$ cat src/rtl/jt6295_chfetch_if.sv
// ROM port and decoder-side signals of the four-channel ADPCM sample fetcher.
// The fetcher drives the ROM address/request and the decoder strobe bundle.
interface jt6295_chfetch_if;
    logic [17:0] rom_addr;
    logic        rom_cs;
    logic [7:0]  rom_data;
    logic        rom_ok;
    logic        dec_en;
    logic [1:0]  dec_ch;
    logic        dec_busy;
    logic [3:0]  dec_data;
    logic [3:0]  dec_att;
    logic        dec_first;

    modport master (
        output rom_addr, rom_cs,
        input  rom_data, rom_ok,
        output dec_en, dec_ch, dec_busy, dec_data, dec_att, dec_first
    );

    modport slave (
        input  rom_addr, rom_cs,
        output rom_data, rom_ok,
        input  dec_en, dec_ch, dec_busy, dec_data, dec_att, dec_first
    );
endinterface

$ cat src/rtl/jt6295_chfetch.sv
// Four-channel ADPCM sample fetcher: one shared ROM port, one slot per cen4,
// one nibble per busy channel per slot handed to the decoder.
module jt6295_chfetch (
    input  logic             rst,
    input  logic             clk,
    input  logic             cen4,
    input  logic [3:0]       start,
    input  logic [3:0]       stop,
    input  logic [17:0]      start_addr,
    input  logic [17:0]      stop_addr,
    input  logic [3:0]       att,
    output logic [3:0]       busy,
    jt6295_chfetch_if.master bus
);
    logic [1:0]  r_slot;
    logic [17:0] r_rom_addr;
    logic        r_rom_cs;
    logic        r_wait;
    logic        r_fetched;
    logic        r_dec_en;
    logic [1:0]  r_dec_ch;
    logic        r_dec_busy;
    logic [3:0]  r_dec_data;
    logic [3:0]  r_dec_att;
    logic        r_dec_first;

    logic [17:0] w_addr [4];
    logic [7:0]  w_buf  [4];
    logic [3:0]  w_att  [4];
    logic [3:0]  w_nib;
    logic [3:0]  w_first;
    logic [3:0]  w_busy;
    logic [3:0]  w_pend;
    logic [1:0]  w_slot_nx;
    logic        w_take;
    logic        w_fetched;
    logic        w_emit;
    logic        w_fetch_go;
    logic [7:0]  w_byte;

    assign w_slot_nx  = r_slot + 2'd1;
    // rom_ok is only trusted from the second clock after the address moved
    assign w_take     = r_rom_cs & ~r_wait & bus.rom_ok;
    assign w_fetched  = r_fetched | w_take;
    assign w_byte     = w_take ? bus.rom_data : w_buf[r_slot];
    assign w_emit     = cen4 & w_busy[r_slot] & ~w_pend[r_slot]
                      & (w_nib[r_slot] | w_fetched);
    assign w_fetch_go = w_busy[w_slot_nx] & ~w_nib[w_slot_nx];

    genvar gi;
    generate
        for (gi = 0; gi < 4; gi++) begin : g_ch
            logic [17:0] r_addr;
            logic [17:0] r_end;
            logic [3:0]  r_att;
            logic [7:0]  r_buf;
            logic        r_nib;
            logic        r_first;
            logic        r_busy;
            logic        r_pend;
            logic        r_start_d;
            logic        r_stop_d;
            logic        w_here;
            logic        w_stop_rise;
            logic        w_load;

            assign w_here      = (r_slot == 2'(gi));
            assign w_stop_rise = stop[gi] & ~r_stop_d;
            // a stop edge in the same cycle beats the start edge
            assign w_load      = start[gi] & ~r_start_d & ~w_stop_rise & ~r_busy;

            always_ff @(posedge clk) begin
                if (rst) begin
                    r_addr    <= '0;
                    r_end     <= '0;
                    r_att     <= '0;
                    r_buf     <= '0;
                    r_nib     <= 1'b0;
                    r_first   <= 1'b0;
                    r_busy    <= 1'b0;
                    r_pend    <= 1'b0;
                    r_start_d <= 1'b0;
                    r_stop_d  <= 1'b0;
                end else begin
                    r_start_d <= start[gi];
                    r_stop_d  <= stop[gi];
                    if (w_take && w_here) begin
                        r_buf <= bus.rom_data;
                    end
                    if (w_load) begin
                        r_addr  <= start_addr;
                        r_end   <= stop_addr;
                        r_att   <= att;
                        r_nib   <= 1'b0;
                        r_first <= 1'b1;
                        r_busy  <= 1'b1;
                        r_pend  <= 1'b0;
                    end else if (cen4 && w_here) begin
                        if (r_busy && r_pend) begin
                            r_busy <= 1'b0;
                        end else if (w_emit) begin
                            r_first <= 1'b0;
                            r_nib   <= ~r_nib;
                            if (r_nib) begin
                                if (r_addr == r_end) begin
                                    r_busy <= 1'b0;
                                end else begin
                                    r_addr <= r_addr + 18'd1;
                                end
                            end
                        end
                        r_pend <= w_stop_rise;
                    end else if (w_stop_rise) begin
                        r_pend <= 1'b1;
                    end
                end
            end

            assign w_addr[gi]  = r_addr;
            assign w_buf[gi]   = r_buf;
            assign w_att[gi]   = r_att;
            assign w_nib[gi]   = r_nib;
            assign w_first[gi] = r_first;
            assign w_busy[gi]  = r_busy;
            assign w_pend[gi]  = r_pend;
        end
    endgenerate

    always_ff @(posedge clk) begin
        if (rst) begin
            r_slot      <= '0;
            r_rom_addr  <= '0;
            r_rom_cs    <= 1'b0;
            r_wait      <= 1'b0;
            r_fetched   <= 1'b0;
            r_dec_en    <= 1'b0;
            r_dec_ch    <= '0;
            r_dec_busy  <= 1'b0;
            r_dec_data  <= '0;
            r_dec_att   <= '0;
            r_dec_first <= 1'b0;
        end else begin
            r_wait      <= 1'b0;
            r_dec_en    <= 1'b0;
            r_dec_ch    <= '0;
            r_dec_busy  <= 1'b0;
            r_dec_data  <= '0;
            r_dec_att   <= '0;
            r_dec_first <= 1'b0;
            if (w_take) begin
                r_fetched <= 1'b1;
                r_rom_cs  <= 1'b0;
            end
            if (cen4) begin
                r_slot    <= w_slot_nx;
                r_dec_en  <= 1'b1;
                r_dec_ch  <= r_slot;
                r_dec_att <= w_att[r_slot];
                if (w_emit) begin
                    r_dec_busy  <= 1'b1;
                    r_dec_first <= w_first[r_slot];
                    r_dec_data  <= w_nib[r_slot] ? w_byte[3:0] : w_byte[7:4];
                end
                // an unfinished fetch is abandoned here and retried next visit
                r_fetched <= 1'b0;
                r_rom_cs  <= w_fetch_go;
                r_wait    <= w_fetch_go;
                if (w_fetch_go) begin
                    r_rom_addr <= w_addr[w_slot_nx];
                end
            end
        end
    end

    assign busy          = w_busy;
    assign bus.rom_addr  = r_rom_addr;
    assign bus.rom_cs    = r_rom_cs & ~rst;
    assign bus.dec_en    = r_dec_en;
    assign bus.dec_ch    = r_dec_ch;
    assign bus.dec_busy  = r_dec_busy;
    assign bus.dec_data  = r_dec_data;
    assign bus.dec_att   = r_dec_att;
    assign bus.dec_first = r_dec_first;
endmodule

$ cat src/flat_wrapper.sv
// flat-port wrapper written by rule: the top's interface ports become plain ports
module jt6295_chfetch_flat 
  (rst, clk, cen4, start, stop, start_addr, stop_addr, att, busy, bus_rom_addr, bus_rom_cs, bus_rom_data, bus_rom_ok, bus_dec_en, bus_dec_ch, bus_dec_busy, bus_dec_data, bus_dec_att, bus_dec_first);
  jt6295_chfetch_if bus_i ();
  input  logic rst;
  input  logic clk;
  input  logic cen4;
  input  logic [3:0] start;
  input  logic [3:0] stop;
  input  logic [17:0] start_addr;
  input  logic [17:0] stop_addr;
  input  logic [3:0] att;
  output logic [3:0] busy;
  output wire logic [$bits(bus_i.rom_addr)-1:0] bus_rom_addr;
  output wire logic [$bits(bus_i.rom_cs)-1:0] bus_rom_cs;
  input wire logic [$bits(bus_i.rom_data)-1:0] bus_rom_data;
  input wire logic [$bits(bus_i.rom_ok)-1:0] bus_rom_ok;
  output wire logic [$bits(bus_i.dec_en)-1:0] bus_dec_en;
  output wire logic [$bits(bus_i.dec_ch)-1:0] bus_dec_ch;
  output wire logic [$bits(bus_i.dec_busy)-1:0] bus_dec_busy;
  output wire logic [$bits(bus_i.dec_data)-1:0] bus_dec_data;
  output wire logic [$bits(bus_i.dec_att)-1:0] bus_dec_att;
  output wire logic [$bits(bus_i.dec_first)-1:0] bus_dec_first;
  assign bus_rom_addr = bus_i.rom_addr;
  assign bus_rom_cs = bus_i.rom_cs;
  assign bus_i.rom_data = bus_rom_data;
  assign bus_i.rom_ok = bus_rom_ok;
  assign bus_dec_en = bus_i.dec_en;
  assign bus_dec_ch = bus_i.dec_ch;
  assign bus_dec_busy = bus_i.dec_busy;
  assign bus_dec_data = bus_i.dec_data;
  assign bus_dec_att = bus_i.dec_att;
  assign bus_dec_first = bus_i.dec_first;
  jt6295_chfetch u_core (.rst(rst), .clk(clk), .cen4(cen4), .start(start), .stop(stop), .start_addr(start_addr), .stop_addr(stop_addr), .att(att), .busy(busy), .bus(bus_i));
endmodule
$ cat config.mk
export PLATFORM = sky130hd
export DESIGN_NAME = jt6295_chfetch_flat
export DESIGN_NICKNAME = d
export VERILOG_FILES = /design/src/rtl/jt6295_chfetch_if.sv /design/src/rtl/jt6295_chfetch.sv /design/src/flat_wrapper.sv
export SDC_FILE = /design/constraint.sdc
export NUM_CORES = 1
export LEC_CHECK = 0
export CAP_MARGIN = 20
export CORE_MARGIN = 1.5
export CORE_UTILIZATION = 58
export DETAILED_ROUTE_END_ITERATION = 10
export GPL_TIMING_DRIVEN = 1
export PLACE_DENSITY_LB_ADDON = 0.1
export SLEW_MARGIN = 20
export SYNTH_ARGS = -nofsm -noshare
export SYNTH_HDL_FRONTEND = slang
export SYNTH_SLANG_ARGS = --single-unit
$ cat constraint.sdc
create_clock -name clk -period 4.75 [get_ports clk]
set_input_delay 1.425 -clock clk [delete_from_list [all_inputs] [get_ports clk]]
set_output_delay 1.425 -clock clk [all_outputs]
set_load 0.01 [all_outputs]
Word level (Yosys, flattened, before mapping):

Index checks and enable logic that the tools add are counted.

* register bits: 252
* bits of input ports: 60
* output and inout bits: 36
* logic and storage cells: 294

* add/sub/neg operators: 5
* magnitude comparators: 4
* equality and inequality tests: 15
* multiplexer cells: 96
* bitwise gates (word level): 57
* reductions and logical operators: 66

Operators by type and width (count)
* $mux W18: 26
* $add A18 B1 Y18 const B: 4
* $eq A18 B18 Y1: 4
* $mux W1: 55
* $bmux W18 S2: 1
* $reduce_bool A3 Y1: 12
* $reduce_bool A2 Y1: 17
* $not A1 Y1: 30
* $mux W8: 3
* $reduce_and A3 Y1: 8
* $and A1 B1 Y1: 23
* $reduce_and A5 Y1: 4
* $bmux W8 S2: 1
* $ne A2 B1 Y1 const B: 8
* $reduce_and A4 Y1: 4
* $bmux W1 S2: 6
* $logic_and A1 B1 Y1: 12
* $mux W4: 3
* $reduce_or A2 Y1: 6
* $bmux W4 S2: 1
* $ge A3 B3 Y1 const B: 2
* $lt A2 B3 Y1 const B: 2
* $not A2 Y3: 2
* $eq A2 B2 Y1 const B: 2
* 6 further kinds: 7

Logic depth before layout (Yosys ltp):

* depth in word-level cells: 10
* mapped depth: 12
* mapped depth without buffers: 9

Least setup slack after synthesis:

OpenSTA, ideal clock, no wires.

* kind: input-to-output
* start: input port rst
* end: output port bus_rom_cs
* arrival time: 2.070 ns
* required time: 3.325 ns
* slack: 1.255 ns
* stages: 3
* buffers on the path: 2
* path through: clkbuf_1 > clkbuf_1 > nor2b_1

* longest elaborated chain between the ends: 2

RTL lines
* start: declaration: line flat_wrapper.sv:5 `input logic rst;`
* $not A1 Y1: line jt6295_chfetch.sv:177 `assign bus.rom_cs = r_rom_cs & ~rst;`
* $and A1 B1 Y1: line jt6295_chfetch.sv:177
* end: declaration: line flat_wrapper.sv:15 `output wire logic [$bits(bus_i.rom_cs)-1:0] bus_rom_cs;`

No other way between the ends.

Worst setup path after layout:

Same ends and word-level chain as after synthesis.

==> summary.md <==
| Metric | Value |
|---|---|
| #FFs+latches synth | `252` |
| Cts bufs inserted | `27` |
| MaxCap Viol Count | `0` |
| Net Count, Synth | `1466` |
| Post-DP HPWL | `26000 µm` |
| RSZ-0062 raised after global routing | `false` |
| Drc violations | `0` |
| Vias in the first global route | `9893` |
| Final hold vios | `0` |
| I/O Buffers | `95` |
| Crit-path cells | `buf_6, nor2b_1, clkdlybuf4s50_1` |
| Detailed-route via count | `10.6k` |
| Via density | `6.12` |
| Tmin final | `3700 ps` |
| Initial antenna violation count | `0` |
| Max IR drop VDD | `0.366 mV` |
| Core Area | `0.0202 mm²` |
| DRT antenna net count | `0` |
| Final Cycle Share | `0.778` |
| Global-route wire length before repair | `57000 µm` |
| CTS tree | `done` |
| Most used DFF post-synth | `dfxtp_1` |
| Die Y | `146 µm` |
| Die area | `0.0214 mm²` |
| Worst path arrival time | `2270 ps` |
| Leak | `5.03 nW` |
| Root buf cell | `clkbuf_16` |
| Synth warn | `0` |
| Ports | `96` |
| Worst path buffer plus inverter count | `2` |
| Clock Sink Count | `252` |
| CP required | `3320 ps` |
| Min-Delay Path Class | `flop to flop` |
| Sequential area share after synthesis | `0.424` |
| Clk_lat worst skew | `540 ps` |
| Worst Max-Slew Pin Slew | `1100 ps` |
| Max-slew headroom | `0.268` |
| Initial drt markers | `1147` |
| Grt ovf | `0` |
| Critical Path Stages | `3` |
| Final #Nets | `1517` |
| Clock Path Buffers | `3` |
| Share of cells above drive strength 1 | `0.0756` |
| Mean routed wirelength per cell | `21.1 µm` |
| Area Overhead vs Synth | `17.3%` |
| Unique cell type count in the Yosys netlist | `51` |
| Largest net degree at the start of global routing | `96` |
| EDFF count, synth | `0` |
| DIE WIDTH | `146 µm` |
| Filler cells | `1691` |
| # H-tree levels | `1` |
| # diodes | `0` |
| Synth Cell Area | `0.0119 mm²` |
| Placed cell areas | `0.0130 mm²` |
| CP delay by family, top | `buffers and inverters` |
| Hold Path Depth | `2` |
| GRT Resource Usage Total | `0.344` |
| Critical Path Sink Type | `primary output` |
| Max Transition Viols Final | `0` |
| Starting Density | `0.589` |
| Gpl congestion | `0.980` |
| Post-Route WL | `36700 µm` |
| Power density over the cells | `390 mW/mm²` |
| CTS resizes | `0` |
| Max Freq | `271 MHz` |
| Design Area, Final | `0.0139 mm²` |
| Critical path class | `input pin to primary output` |
| Row count | `52` |
| Setup Buffers After CTS | `0` |
| Final setup TNS | `0 ps` |
| Slowest CP cell | `clkdlybuf4s50_1` |
| Pre-antenna DRT Iters | `5` |
| Crit path max fanout | `37` |
| Async SR Flop Fraction | `0` |
| Post-synthesis cell count | `1398` |
| Clock transition at the registers of the reported paths | `60 ps` |
| Setup Skew | `14.9 ps` |
| Worst Reg-to-Reg Cells | `9` |
| Post-Syn Area per Cell | `8.50 µm²` |
| Run status | `completed` |
| Crit path launch type | `input pin` |
| Final setup viols | `0` |
| CTS Hold Bufs | `0` |
| CP peak stage delay | `540 ps` |
[cell usage after synthesis (2+ instances only)]
| library cell | count | area share |
|---|---|---|
| a211oi_1 | 43 | 0.027 |
| a21o_1 | 3 | 0.0019 |
| a21oi_1 | 147 | 0.062 |
| a311oi_1 | 14 | 0.010 |
| and2_1 | 15 | 0.0079 |
| and3_1 | 25 | 0.013 |
| and4_1 | 3 | 0.0022 |
| and4bb_1 | 2 | 0.0021 |
| buf_1 | 8 | 0.0025 |
| buf_2 | 3 | 0.0013 |
| buf_4 | 5 | 0.0032 |
| clkbuf_1 | 78 | 0.025 |
| dfxtp_1 | 252 | 0.42 |
| ha_1 | 8 | 0.0084 |
| inv_1 | 14 | 0.0044 |
| mux2i_1 | 33 | 0.028 |
| mux4_2 | 32 | 0.061 |
| nand2_1 | 294 | 0.093 |
| nand3_1 | 36 | 0.015 |
| nand4_1 | 28 | 0.015 |
| nand4b_1 | 2 | 0.0015 |
| nor2_1 | 102 | 0.032 |
| nor2b_1 | 19 | 0.010 |
| nor3_1 | 17 | 0.0072 |
| nor3b_1 | 3 | 0.0019 |
| nor4_1 | 17 | 0.0089 |
| o21ai_0 | 4 | 0.0017 |
| o21ai_1 | 15 | 0.0063 |
| o22ai_1 | 19 | 0.010 |
| or2_1 | 2 | 0.0011 |
| or3_1 | 13 | 0.0068 |
| xnor2_1 | 73 | 0.054 |
| xor2_1 | 51 | 0.038 |
[sequential cells by signal, indices dropped and copies added (netlist names), 16 cells and up]
| register | flops |
|---|---|
| u_core.g_ch.r_addr | 72 |
| u_core.g_ch.r_end | 72 |
| u_core.g_ch.r_buf | 32 |
| u_core.bus.rom_addr | 18 |
| u_core.g_ch.r_att | 16 |
[per-stage QoR]
stage	setup slack, ps	utilization	power (mW)	std cells	hold WS, ps
after floorplan	1250	-	2.85	1398	433
after global placement	820	0.642	3.13	1689	438
after detailed placement	741	0.642	3.14	1689	443
after CTS	1050	0.691	5.43	1738	451
after global routing	1020	0.691	5.61	1739	466
final	1050	0.691	5.44	1739	450
[cell families after synthesis]
logic type | count (synthesis) | share of synthesized area
AO/OA/AOI/OAI | 251 | 0.123
AND/OR/NAND/NOR | 589 | 0.227
XOR/XNOR | 124 | 0.0914
flip-flops | 252 | 0.424
multiplexers | 65 | 0.0884
adder cells (fa/ha/maj) | 8 | 0.00842
buffers and inverters | 109 | 0.0369
[routing by layer]
| metal | global-route usage | vias to the layer above | part of all wire |
|---|---|---|---|
| met4 | 0.128 | 0 | 0.038 |
| met2 | 0.508 | 571 | 0.43 |
| met3 | 0.0606 | 84 | 0.11 |
| met5 | 0 | - | 0 |
| met1 | 0.504 | 5031 | 0.42 |
| li1 | - | 4953 | - |
[worst reg2reg max path: stages (launching register included)]
cell      delay (ps)
dfxtp_2          460
buf_4            320
buf_4            410
and4bb_1         300
nor4_1           110
nor3_4           240
o21ai_2          190
or4_4            600
or3_1            350
a311oi_1         290
[final cells by class]
type / instances / area, µm² / share of cell area
multi-input cells: 1037 / 6410 / 0.460
well taps: 270 / 338 / 0.0242
flip-flops and latches: 252 / 5050 / 0.362
inverters: 14 / 52.6 / 0.00377
clock buffers: 37 / 753 / 0.0540
clock inverters: 12 / 220 / 0.0158
repair buffers: 117 / 1120 / 0.0807
[cells in the final DEF, fill, tap and decap left out, types with 21 or more instances in the layout]
cell             synthesis  final
clkdlybuf4s50_1          0     94
xor2_1                  51     51
dfxtp_1                252    251
nand2_1                294    291
a211oi_1                43     43
and3_1                  25     25
a21oi_1                147    147
nand3_1                 36     36
clkbuf_16                0     27
mux2i_1                 33     33
xnor2_1                 73     73
nor2_1                 102    102
buf_4                    5     21
mux4_2                  32     32
nand4_1                 28     28
[where the power goes]
part	internal, mW	total [mW]	switching (mW)
registers	2.23	2.41	0.174
clock network	1.44	2.32	0.882
logic	0.319	0.718	0.399
[final timing paths]
| kind | startpoint | end | slack [ps] |
|---|---|---|---|
| hold reg to reg | u_core.g_ch[2].r_att[2] | u_core.g_ch[2].r_att[2] | 450 |
| hold / removal | u_core.g_ch[2].r_att[2] | u_core.g_ch[2].r_att[2] | 450 |
| setup reg to reg | u_core.r_slot[0] | u_core.g_ch[0].r_addr[12] | 1380 |
| setup / recovery | rst | bus_rom_cs | 1050 |
Power figures use the tool's default switching activity.
